===== src/rtl/tx_seq_pkg.sv =====
// Shared state encodings, register bundle and default timing constants for the
// GTX TX reset sequencer.
package tx_seq_pkg;

  typedef enum logic [2:0] {
    ST_IDLE,
    ST_WAIT_LOCK,
    ST_GTX_RESET,
    ST_WAIT_RST_DONE,
    ST_WAIT_SYNC,
    ST_READY,
    ST_RETRY,
    ST_FAIL
  } seq_state_t;

  localparam int unsigned CNT_W         = 24;
  localparam int unsigned NLANES_DEF    = 4;
  localparam int unsigned LOCK_WAIT_DEF = 1024;
  localparam int unsigned RST_LEN_DEF   = 16;
  localparam int unsigned TIMEOUT_DEF   = 20000;
  localparam int unsigned MAX_RETRY_DEF = 3;

  // Every flop of the sequencer, so the TMR build can triplicate and vote it as one word.
  typedef struct packed {
    seq_state_t       state;
    logic [CNT_W-1:0] cnt;
    logic [3:0]       retry;
    logic             gtx_rst;
    logic             sync_rst;
    logic             ready;
    logic             fail;
  } seq_regs_t;

  localparam seq_regs_t SEQ_RESET = '{
    state:    ST_IDLE,
    cnt:      '0,
    retry:    '0,
    gtx_rst:  1'b1,
    sync_rst: 1'b1,
    ready:    1'b0,
    fail:     1'b0
  };

endpackage


===== src/rtl/tx_seq_vote.sv =====
// Bitwise 3-input majority voter used by the TMR build of tx_rst_seq.
module tx_seq_vote #(
  parameter int unsigned W = 1
) (
  input  logic [W-1:0] a,
  input  logic [W-1:0] b,
  input  logic [W-1:0] c,
  output logic [W-1:0] y
);

  assign y = (a & b) | (a & c) | (b & c);

endmodule


===== src/rtl/tx_rst_seq.sv =====
// GTX TX reset/phase-align sequencer with bounded retries.
// Define TX_RST_SEQ_TMR_EN to triplicate all registers behind majority voters.
module tx_rst_seq
  import tx_seq_pkg::*;
#(
  parameter int unsigned NLANES    = NLANES_DEF,
  parameter int unsigned LOCK_WAIT = LOCK_WAIT_DEF,
  parameter int unsigned RST_LEN   = RST_LEN_DEF,
  parameter int unsigned TIMEOUT   = TIMEOUT_DEF,
  parameter int unsigned MAX_RETRY = MAX_RETRY_DEF
) (
  input  logic              CLK,
  input  logic              RST,
  input  logic              PLLLKDET,
  input  logic [NLANES-1:0] TXRESETDONE,
  input  logic [NLANES-1:0] SYNC_DONE,
  output logic              GTXTXRESET,
  output logic              SYNC_RST,
  output logic              TX_READY,
  output logic              TX_FAIL,
  output logic [3:0]        RETRY_CNT
);

  localparam logic [CNT_W-1:0] LOCK_LAST = CNT_W'(LOCK_WAIT - 1);
  localparam logic [CNT_W-1:0] RST_LAST  = CNT_W'(RST_LEN - 1);
  localparam logic [CNT_W-1:0] TO_LAST   = CNT_W'(TIMEOUT - 1);

  seq_regs_t  cur;
  seq_regs_t  nxt;
  seq_state_t st_n;
  logic [CNT_W-1:0] cnt_n;
  logic [3:0]       retry_n;

  always_comb begin
    st_n    = cur.state;
    cnt_n   = cur.cnt + CNT_W'(1);
    retry_n = cur.retry;
    // Each branch tests lock loss first, then completion, then timeout.
    case (cur.state)
      ST_IDLE:      st_n = ST_WAIT_LOCK;
      ST_WAIT_LOCK: begin
        if (!PLLLKDET)              cnt_n = '0;
        else if (cur.cnt == LOCK_LAST) st_n = ST_GTX_RESET;
      end
      ST_GTX_RESET: begin
        if (!PLLLKDET)                st_n = ST_WAIT_LOCK;
        else if (cur.cnt == RST_LAST) st_n = ST_WAIT_RST_DONE;
      end
      ST_WAIT_RST_DONE: begin
        if (!PLLLKDET)               st_n = ST_WAIT_LOCK;
        else if (&TXRESETDONE)       st_n = ST_WAIT_SYNC;
        else if (cur.cnt == TO_LAST) st_n = ST_RETRY;
      end
      ST_WAIT_SYNC: begin
        if (!PLLLKDET)               st_n = ST_WAIT_LOCK;
        else if (&SYNC_DONE)         st_n = ST_READY;
        else if (cur.cnt == TO_LAST) st_n = ST_RETRY;
      end
      ST_READY: begin
        cnt_n = '0;
        if (!PLLLKDET) st_n = ST_WAIT_LOCK;
      end
      ST_RETRY: begin
        retry_n = (cur.retry == 4'hF) ? 4'hF : cur.retry + 4'd1;
        st_n    = (32'(retry_n) >= MAX_RETRY) ? ST_FAIL : ST_GTX_RESET;
      end
      ST_FAIL:  cnt_n = '0;
      default:  st_n = ST_IDLE;
    endcase
    if (st_n != cur.state) cnt_n = '0;

    nxt.state    = st_n;
    nxt.cnt      = cnt_n;
    nxt.retry    = retry_n;
    nxt.gtx_rst  = (st_n == ST_IDLE) || (st_n == ST_WAIT_LOCK) ||
                   (st_n == ST_GTX_RESET) || (st_n == ST_FAIL);
    nxt.sync_rst = (st_n != ST_WAIT_SYNC) && (st_n != ST_READY);
    nxt.ready    = (st_n == ST_READY);
    nxt.fail     = (st_n == ST_FAIL);
  end

`ifdef TX_RST_SEQ_TMR_EN
  seq_regs_t r0, r1, r2;

  // All copies reload from the voted value, so one upset copy heals on the next edge.
  always_ff @(posedge CLK) begin
    if (RST) begin
      r0 <= SEQ_RESET;
      r1 <= SEQ_RESET;
      r2 <= SEQ_RESET;
    end else begin
      r0 <= nxt;
      r1 <= nxt;
      r2 <= nxt;
    end
  end

  tx_seq_vote #(.W($bits(seq_regs_t))) u_vote (
    .a(r0),
    .b(r1),
    .c(r2),
    .y(cur)
  );
`else
  seq_regs_t r0;

  always_ff @(posedge CLK) begin
    if (RST) r0 <= SEQ_RESET;
    else     r0 <= nxt;
  end

  assign cur = r0;
`endif

  assign GTXTXRESET = cur.gtx_rst;
  assign SYNC_RST   = cur.sync_rst;
  assign TX_READY   = cur.ready;
  assign TX_FAIL    = cur.fail;
  assign RETRY_CNT  = cur.retry;

endmodule


===== config.mk =====
export PLATFORM = sky130hd
export DESIGN_NAME = tx_rst_seq
export DESIGN_NICKNAME = d
export VERILOG_FILES = /design/src/rtl/tx_seq_pkg.sv /design/src/rtl/tx_seq_vote.sv /design/src/rtl/tx_rst_seq.sv
export SDC_FILE = /design/constraint.sdc
export NUM_CORES = 1
export LEC_CHECK = 0
export CAP_MARGIN = 5
export CORE_MARGIN = 1
export CORE_UTILIZATION = 52
export CTS_BUF_LIST = sky130_fd_sc_hd__clkbuf_8
export CTS_CLUSTER_DIAMETER = 120
export CTS_CLUSTER_SIZE = 40
export DETAILED_ROUTE_END_ITERATION = 12
export GPL_ROUTABILITY_DRIVEN = 0
export GPL_TIMING_DRIVEN = 0
export HOLD_SLACK_MARGIN = 0.08
export PLACE_DENSITY = 0.85
export SLEW_MARGIN = 15
export SYNTH_ARGS = -nofsm -noshare
export SYNTH_HDL_FRONTEND = slang
export SYNTH_HIERARCHICAL = 1
export SYNTH_SLANG_ARGS = --single-unit

===== constraint.sdc =====
create_clock -name CLK -period 3.5 [get_ports CLK]
set_clock_uncertainty 0.1 [all_clocks]
set_input_delay 0.35 -clock CLK [delete_from_list [all_inputs] [get_ports CLK]]
set_output_delay 0.35 -clock CLK [all_outputs]
set_load 0.005 [all_outputs]

==> out/metrics.cfg, run 1 <==
[synth]
ys_types=47
syn-cell-area_mm2=0.00184
synth-edff-count=0
synthMuxAreaShare_pct=0
synth-compound-area-share_pct=11.3
synth_top_family_by_area=simple AND/OR/NAND/NOR gates
async_reset_ff_share_pct=0
yosys.area_share.simple_pct=32.4
synth.avg_cell_area_um2=8.53
synthXorXnorAreaFrac_pct=10.5
ys.flop_type=dfxtp_1
synth-seq-cells=35
synth_nets=229
syn_inst=216
ys_seq_area_share_pct=38.0
ys_warn_count=6
synth_fa_ha_area_share_pct=1.36

[cells_and_area]
num-nets-final=253
final_cell_mix=nor2_1, dfxtp_1, nand2_1, clkdlybuf4s50_1, xnor2_1
syn_to_final_growth_pct=18.7
antenna_cells=0
final_area_mm2=0.00219
fillerInstances=298
utilization_pct=65.1
drive_gt1_share_pct=14.5
final_common_cell=nor2_1

[worst_setup_path]
critical-path-max-stage-delay_ns=0.81
worstRegToRegCells=8
worstPathArrival_ns=3.03
cp_num_buf_inv=1
worstReg2RegStart=RETRY_CNT[0]
rr_endpoint=cur[13]
crit_required_ns=3.59
critPathLaunchType=flop
cp_top_family=compound AO/OA/AOI/OAI gates
path_class=reg2reg
cp-end-kind=flop
worst-path-max-fanout=10
ff2ff_setup_slack_ns=0.56
crit_chain=ha_1, a21bo_2, a2111oi_0, a31oi_1, or2b_2, o2111ai_4, buf_6, nor2_1
crit_path_top_delay_cell=a2111oi_0

[placement]
place_area_mm2=0.00207
portBuffers=17
pre_cts_ws_ns=0.635
dpl.hpwl_um=2640

[outcome]
status=finished, final reports clean

[cts]
insertion_delay_ns=0.29
clock-root-buffer=clkbuf_8
cts.sinks=35
hold_buffers=0
path_clk_slew_ns=0.07
cts_tree=done
clock_path_buffers=2
cts_resized=0
cts_buffers=5
post-cts-setup-buffer-count=0
htreeDepth=2

[routing]
firstDrtPassIters=4
num_vias=1552
drt_iter0_drc=60
drc=0
via_per_inst=5.41
wl_um=3710
wl_per_cell_um=12.9
antenna_left=0

[timing]
hold_viol_final=0
period_share_pct=84.0
setup_viol=0
tns_ns=0
slew_headroom_pct=38.7
fmax_mhz=340
slew_violations=0
fin_crit_ns=2.94
grt_setup_unrepaired=false
worst_slack_ns=0.560
max_slew.worst_pin.slew_ns=0.896

[run]
drv_cap=0

[floorplanning]
core_area_mm2=0.00336
rows=21
start_util_pct=54.8
die-area_mm2=0.00379
ios=19
dieWidth_um=61.5
dieHeight_um=61.5

[worst_hold_path]
hold_class=reg2reg
hold_path_end=cur[8]
hold_path.startpoint=cur[8]
whs_path_depth=1

[power_and_ir_drop]
power_leakage_nw=0.777
vdd_drop_max_v=0.000282
cellPowerDensity_mw_per_mm2=373

[global_route]
grt_first_pass_wirelength_um=6040
overflow=0
grt_max_degree=12
grt_pass1_vias=1390
grt_use_total_pct=22.0
antenna_found_initial=0

## cell type report
cell class,count,area [um2],share of cell area (%)
timing repair buffer,17,170,7.78
buffer,12,96.3,4.40
clock inverter,2,35.0,1.60
inverter,6,22.5,1.03
tap,46,57.6,2.63
clock buffer,6,82.6,3.77
sequential,35,701,32.0
multi-input combinational,163,1020,46.8
## worst max path at each step
stage | start | endpoint | cells past startpoint
6_report | RETRY_CNT[0] | cur[13] | 8
5_1_grt | RETRY_CNT[0] | cur[14] | 8
4_1_cts | RETRY_CNT[0] | cur[13] | 8
3_5_place_dp | RETRY_CNT[0] | cur[13] | 8
3_3_place_gp | RETRY_CNT[0] | cur[31] | 8
2_1_floorplan | RETRY_CNT[0] | cur[31] | 8
## synth_stat cells, types with 2 or more instances
master | count | share of area [%]
a311o_1 | 2 | 1.1
a21oi_1 | 5 | 1.4
or2_2 | 2 | 0.68
nor2_2 | 2 | 0.68
nor3_1 | 8 | 2.2
nand2_1 | 17 | 3.5
o21ai_0 | 3 | 0.81
nand4_1 | 6 | 2.0
nor4b_1 | 2 | 0.95
a311oi_1 | 2 | 0.95
and4_2 | 2 | 1.1
xnor2_1 | 13 | 6.2
and3_1 | 7 | 2.4
xor2_1 | 9 | 4.3
clkbuf_1 | 3 | 0.61
clkbuf_8 | 2 | 1.5
buf_6 | 2 | 1.2
or4_4 | 2 | 1.2
buf_4 | 4 | 1.6
inv_1 | 6 | 1.2
nand3_1 | 11 | 3.0
nor2_1 | 38 | 7.7
nor4_1 | 2 | 0.68
ha_1 | 2 | 1.4
dfxtp_1 | 35 | 38
nor2b_1 | 4 | 1.4
and3_2 | 3 | 1.2
o22ai_1 | 2 | 0.68
and4_1 | 2 | 0.95
## layer usage
layer | vias to the layer above | GRT usage, % | wire [um]
met5 | - | 0 | 0
met4 | 0 | 8.89 | 55
met3 | 7 | 6.30 | 139
met2 | 26 | 35.9 | 1800
met1 | 719 | 27.3 | 1710
li1 | 800 | - | -
## flip-flops by register name (all words and copies together), names as in the netlist
register    count
TX_READY        1
TX_FAIL         1
RETRY_CNT       4
cur            27
SYNC_RST        1
GTXTXRESET      1
## where the power goes
group / total [mW] / internal, mW / switching (mW)
sequential: 0.401 / 0.400 / 0.000990
combinational: 0.0350 / 0.0170 / 0.0180
clock: 0.380 / 0.230 / 0.150
## stage by stage
stage | hold WS (ns) | cells | power, mW
floorplan | 0.326 | 216 | 0.429
global placement | 0.340 | 279 | 0.444
detailed placement | 0.353 | 279 | 0.444
CTS | 0.371 | 287 | 0.824
global route | 0.409 | 287 | 0.845
finish | 0.368 | 287 | 0.816
## kinds of logic (layout without fill, tap and decap cells)
kind of cell / after synthesis / count (layout)
AO/OA/AOI/OAI: 25 / 25
XOR/XNOR: 22 / 22
adder cells (fa/ha/maj): 2 / 2
buffers and inverters: 18 / 43
flip-flops: 35 / 35
AND/OR/NAND/NOR: 114 / 114
## worst reg2reg max path, stage by stage, from the launching register on
cell	delay, ns
dfxtp_1	0.44
ha_1	0.27
a21bo_2	0.24
a2111oi_0	0.81
a31oi_1	0.21
or2b_2	0.36
o2111ai_4	0.16
buf_6	0.20
nor2_1	0.06
Power figures use the tool's default switching activity.
==> run 2: changes to the inputs <==
- PLACE_DENSITY: 0.85 -> 0.88
- clock period: 3.5 -> 2.45 ns (I/O delays scaled with it)
==> out/metrics.cfg, run 2 (synthesis results as in run 1) <==
[worst_setup_path]
path_class=reg2reg
cp-end-kind=flop
worst_path_most_repeated_cell=or4_4
cp_top_family=simple AND/OR/NAND/NOR gates
crit_chain=or4_4, or4_4, o2111ai_2, and4_4, o2111ai_4, buf_6, nor2_2
cp_num_buf_inv=1  ; unchanged
worst-path-max-fanout=7  ; -3
worstReg2RegStart=cur[14]
critical-path-max-stage-delay_ns=0.51  ; -0.30 ns
crit_path_top_delay_cell=or4_4
critPathLaunch=cur[14]
crit_required_ns=2.58  ; -1.01 ns
cp_num_cells=7  ; -1
worstPathArrival_ns=2.60  ; -0.43 ns
worstRegToRegCells=7  ; -1
critPathLaunchType=flop

[power_and_ir_drop]
cellPowerDensity_mw_per_mm2=463  ; +24%
vdd_drop_max_v=0.000556  ; +97%
power_leakage_nw=0.806  ; +3.8%

[cts]
insertion_delay_ns=0.29  ; about the same
clock-root-buffer=clkbuf_8
cts_tree=done
clock_path_buffers=2  ; unchanged
cts.sinks=35  ; unchanged
htreeDepth=2  ; unchanged
path_clk_slew_ns=0.07  ; about the same
cts_buffers=5  ; unchanged

[global_route]
grt_max_degree=12  ; unchanged
antenna_found_initial=0  ; unchanged
grt_pass1_vias=1447  ; +4.1%
grt_use_total_pct=23.9  ; +1.8 points
overflow=0  ; unchanged
grt_first_pass_wirelength_um=6470  ; +7.1%

[cells_and_area]
final_common_cell=dfxtp_1
fin_cells=294  ; +2.4%
largest_reg_flops=27  ; unchanged
final_cell_mix=dfxtp_1, nor2_1, nand2_1, clkdlybuf4s50_1, xnor2_1
num-nets-final=260  ; +2.8%
antenna_cells=0  ; unchanged
drive_gt1_share_pct=27.0  ; +12 points
syn_to_final_growth_pct=28.5

[placement]
dpl.hpwl_um=2710  ; +2.5%
dpl.cell_count=279  ; unchanged
portBuffers=17  ; unchanged

[floorplanning]
dieHeight_um=61.5  ; unchanged
dieWidth_um=61.5  ; unchanged
ios=19  ; unchanged
core_area_mm2=0.00336  ; unchanged
start_util_pct=54.8  ; unchanged
die-area_mm2=0.00379  ; unchanged
rows=21  ; unchanged

[worst_hold_path]
hold_path.startpoint=cur[8]
whs_path_depth=1  ; unchanged
hold_class=reg2reg

[timing]
period_share_pct=101  ; +17 points
grt_setup_unrepaired=true
fin_crit_ns=2.47  ; -0.472 ns
hold_viol_final=0  ; unchanged
slew_violations=0  ; unchanged
worst_slack_ns=-0.0179  ; -0.578 ns
holdWs_ns=0.342  ; -0.0259 ns
slew_headroom_pct=69.8  ; +31 points
fmax_mhz=405  ; +19%
max_slew.worst_pin.slew_ns=0.453  ; -0.443 ns
tns_ns=-0.0738  ; -0.0738 ns
setup_viol=7  ; +7

[routing]
wl_um=4280  ; +15%
met2_length_um=2220  ; +23%
met3_length_um=214  ; +54%
drc=0  ; unchanged
drt_iter0_drc=69  ; +15%
via_per_inst=5.61  ; +3.7%
antenna_left=0  ; unchanged
top_signal_layer_used=met4
wl_per_cell_um=14.6  ; +13%
num_vias=1649  ; +6.3%
firstDrtPassIters=4  ; unchanged
routedLengthMet1_um=1780  ; +4.2%

[run]
drv_cap=0  ; unchanged

[outcome]
violations=negative setup slack
status=finished, violations left

run 2: cell count changes in the layout (fill, tap and decap cells not counted), moves of 4 or more:
cell,change
buf_4,+5
dfxtp_1,-6
dfxtp_2,+4
nor2_1,-12
nor2_2,+6
nor2_4,+6
run 2: timing repair:
| action | 4_1_cts | 5_1_grt |
|---|---|---|
| endpoints found under the setup margin | 28 | 24 |
| hold buffers | 0 | 0 |
| cloned | 2 | 0 |
| resized for setup | 18 | 21 |
| pin swaps | 4 | 11 |
| setup buffers | 4 | 1 |
run 2: worst reg2reg max path: stages (launching register included):
cell and delay, ns:
dfxtp_4 0.34, or4_4 0.51, or4_4 0.47, o2111ai_2 0.19, and4_4 0.27, o2111ai_4 0.20, buf_6 0.22, nor2_2 0.10
run 2: final cells by class:
cell class / count / area (um2)
Multi-Input combinational cell: 163 / 1140
Fill cell: 263 / 995
Sequential cell: 35 / 713
Timing Repair Buffer: 24 / 230
Clock buffer: 7 / 96.3
Buffer: 12 / 96.3
Tap cell: 46 / 57.6
Inverter: 6 / 22.5
Clock inverter: 1 / 7.51
run 2: path summary, 6_finish.rpt:
check	end	slack, ns
worst max register to register	cur[15]	-0.02
worst max-delay path	cur[15]	-0.02
worst min register to register	cur[8]	0.34
worst min-delay path	cur[8]	0.34
run 2: metrics by stage:
stage	total power [mW]	setup WS [ns]	utilization (%)	cell area, um2
2_1_floorplan	0.613	0.0193	-	1850
3_3_place_gp	0.634	-0.256	61.7	2070
3_5_place_dp	0.635	-0.272	61.7	2070
4_1_cts	1.10	0.00251	68.2	2290
5_1_grt	1.14	-0.108	70.4	2370
6_report	1.10	-0.0179	70.4	2370
run 2: layer usage:
metal	vias up	global-route usage [%]
li1	815	-
met1	772	28.1
met2	53	40.2
met3	9	6.09
met4	0	11.7
met5	-	0
run 2: report_power, final:
part	total (mW)	internal [mW]	switching (mW)	leakage (nW)
Combinational	0.0606	0.0291	0.0315	0.470
Clock	0.465	0.256	0.209	0.0505
Sequential	0.571	0.569	0.00191	0.286
Total	1.10	0.854	0.243	0.806
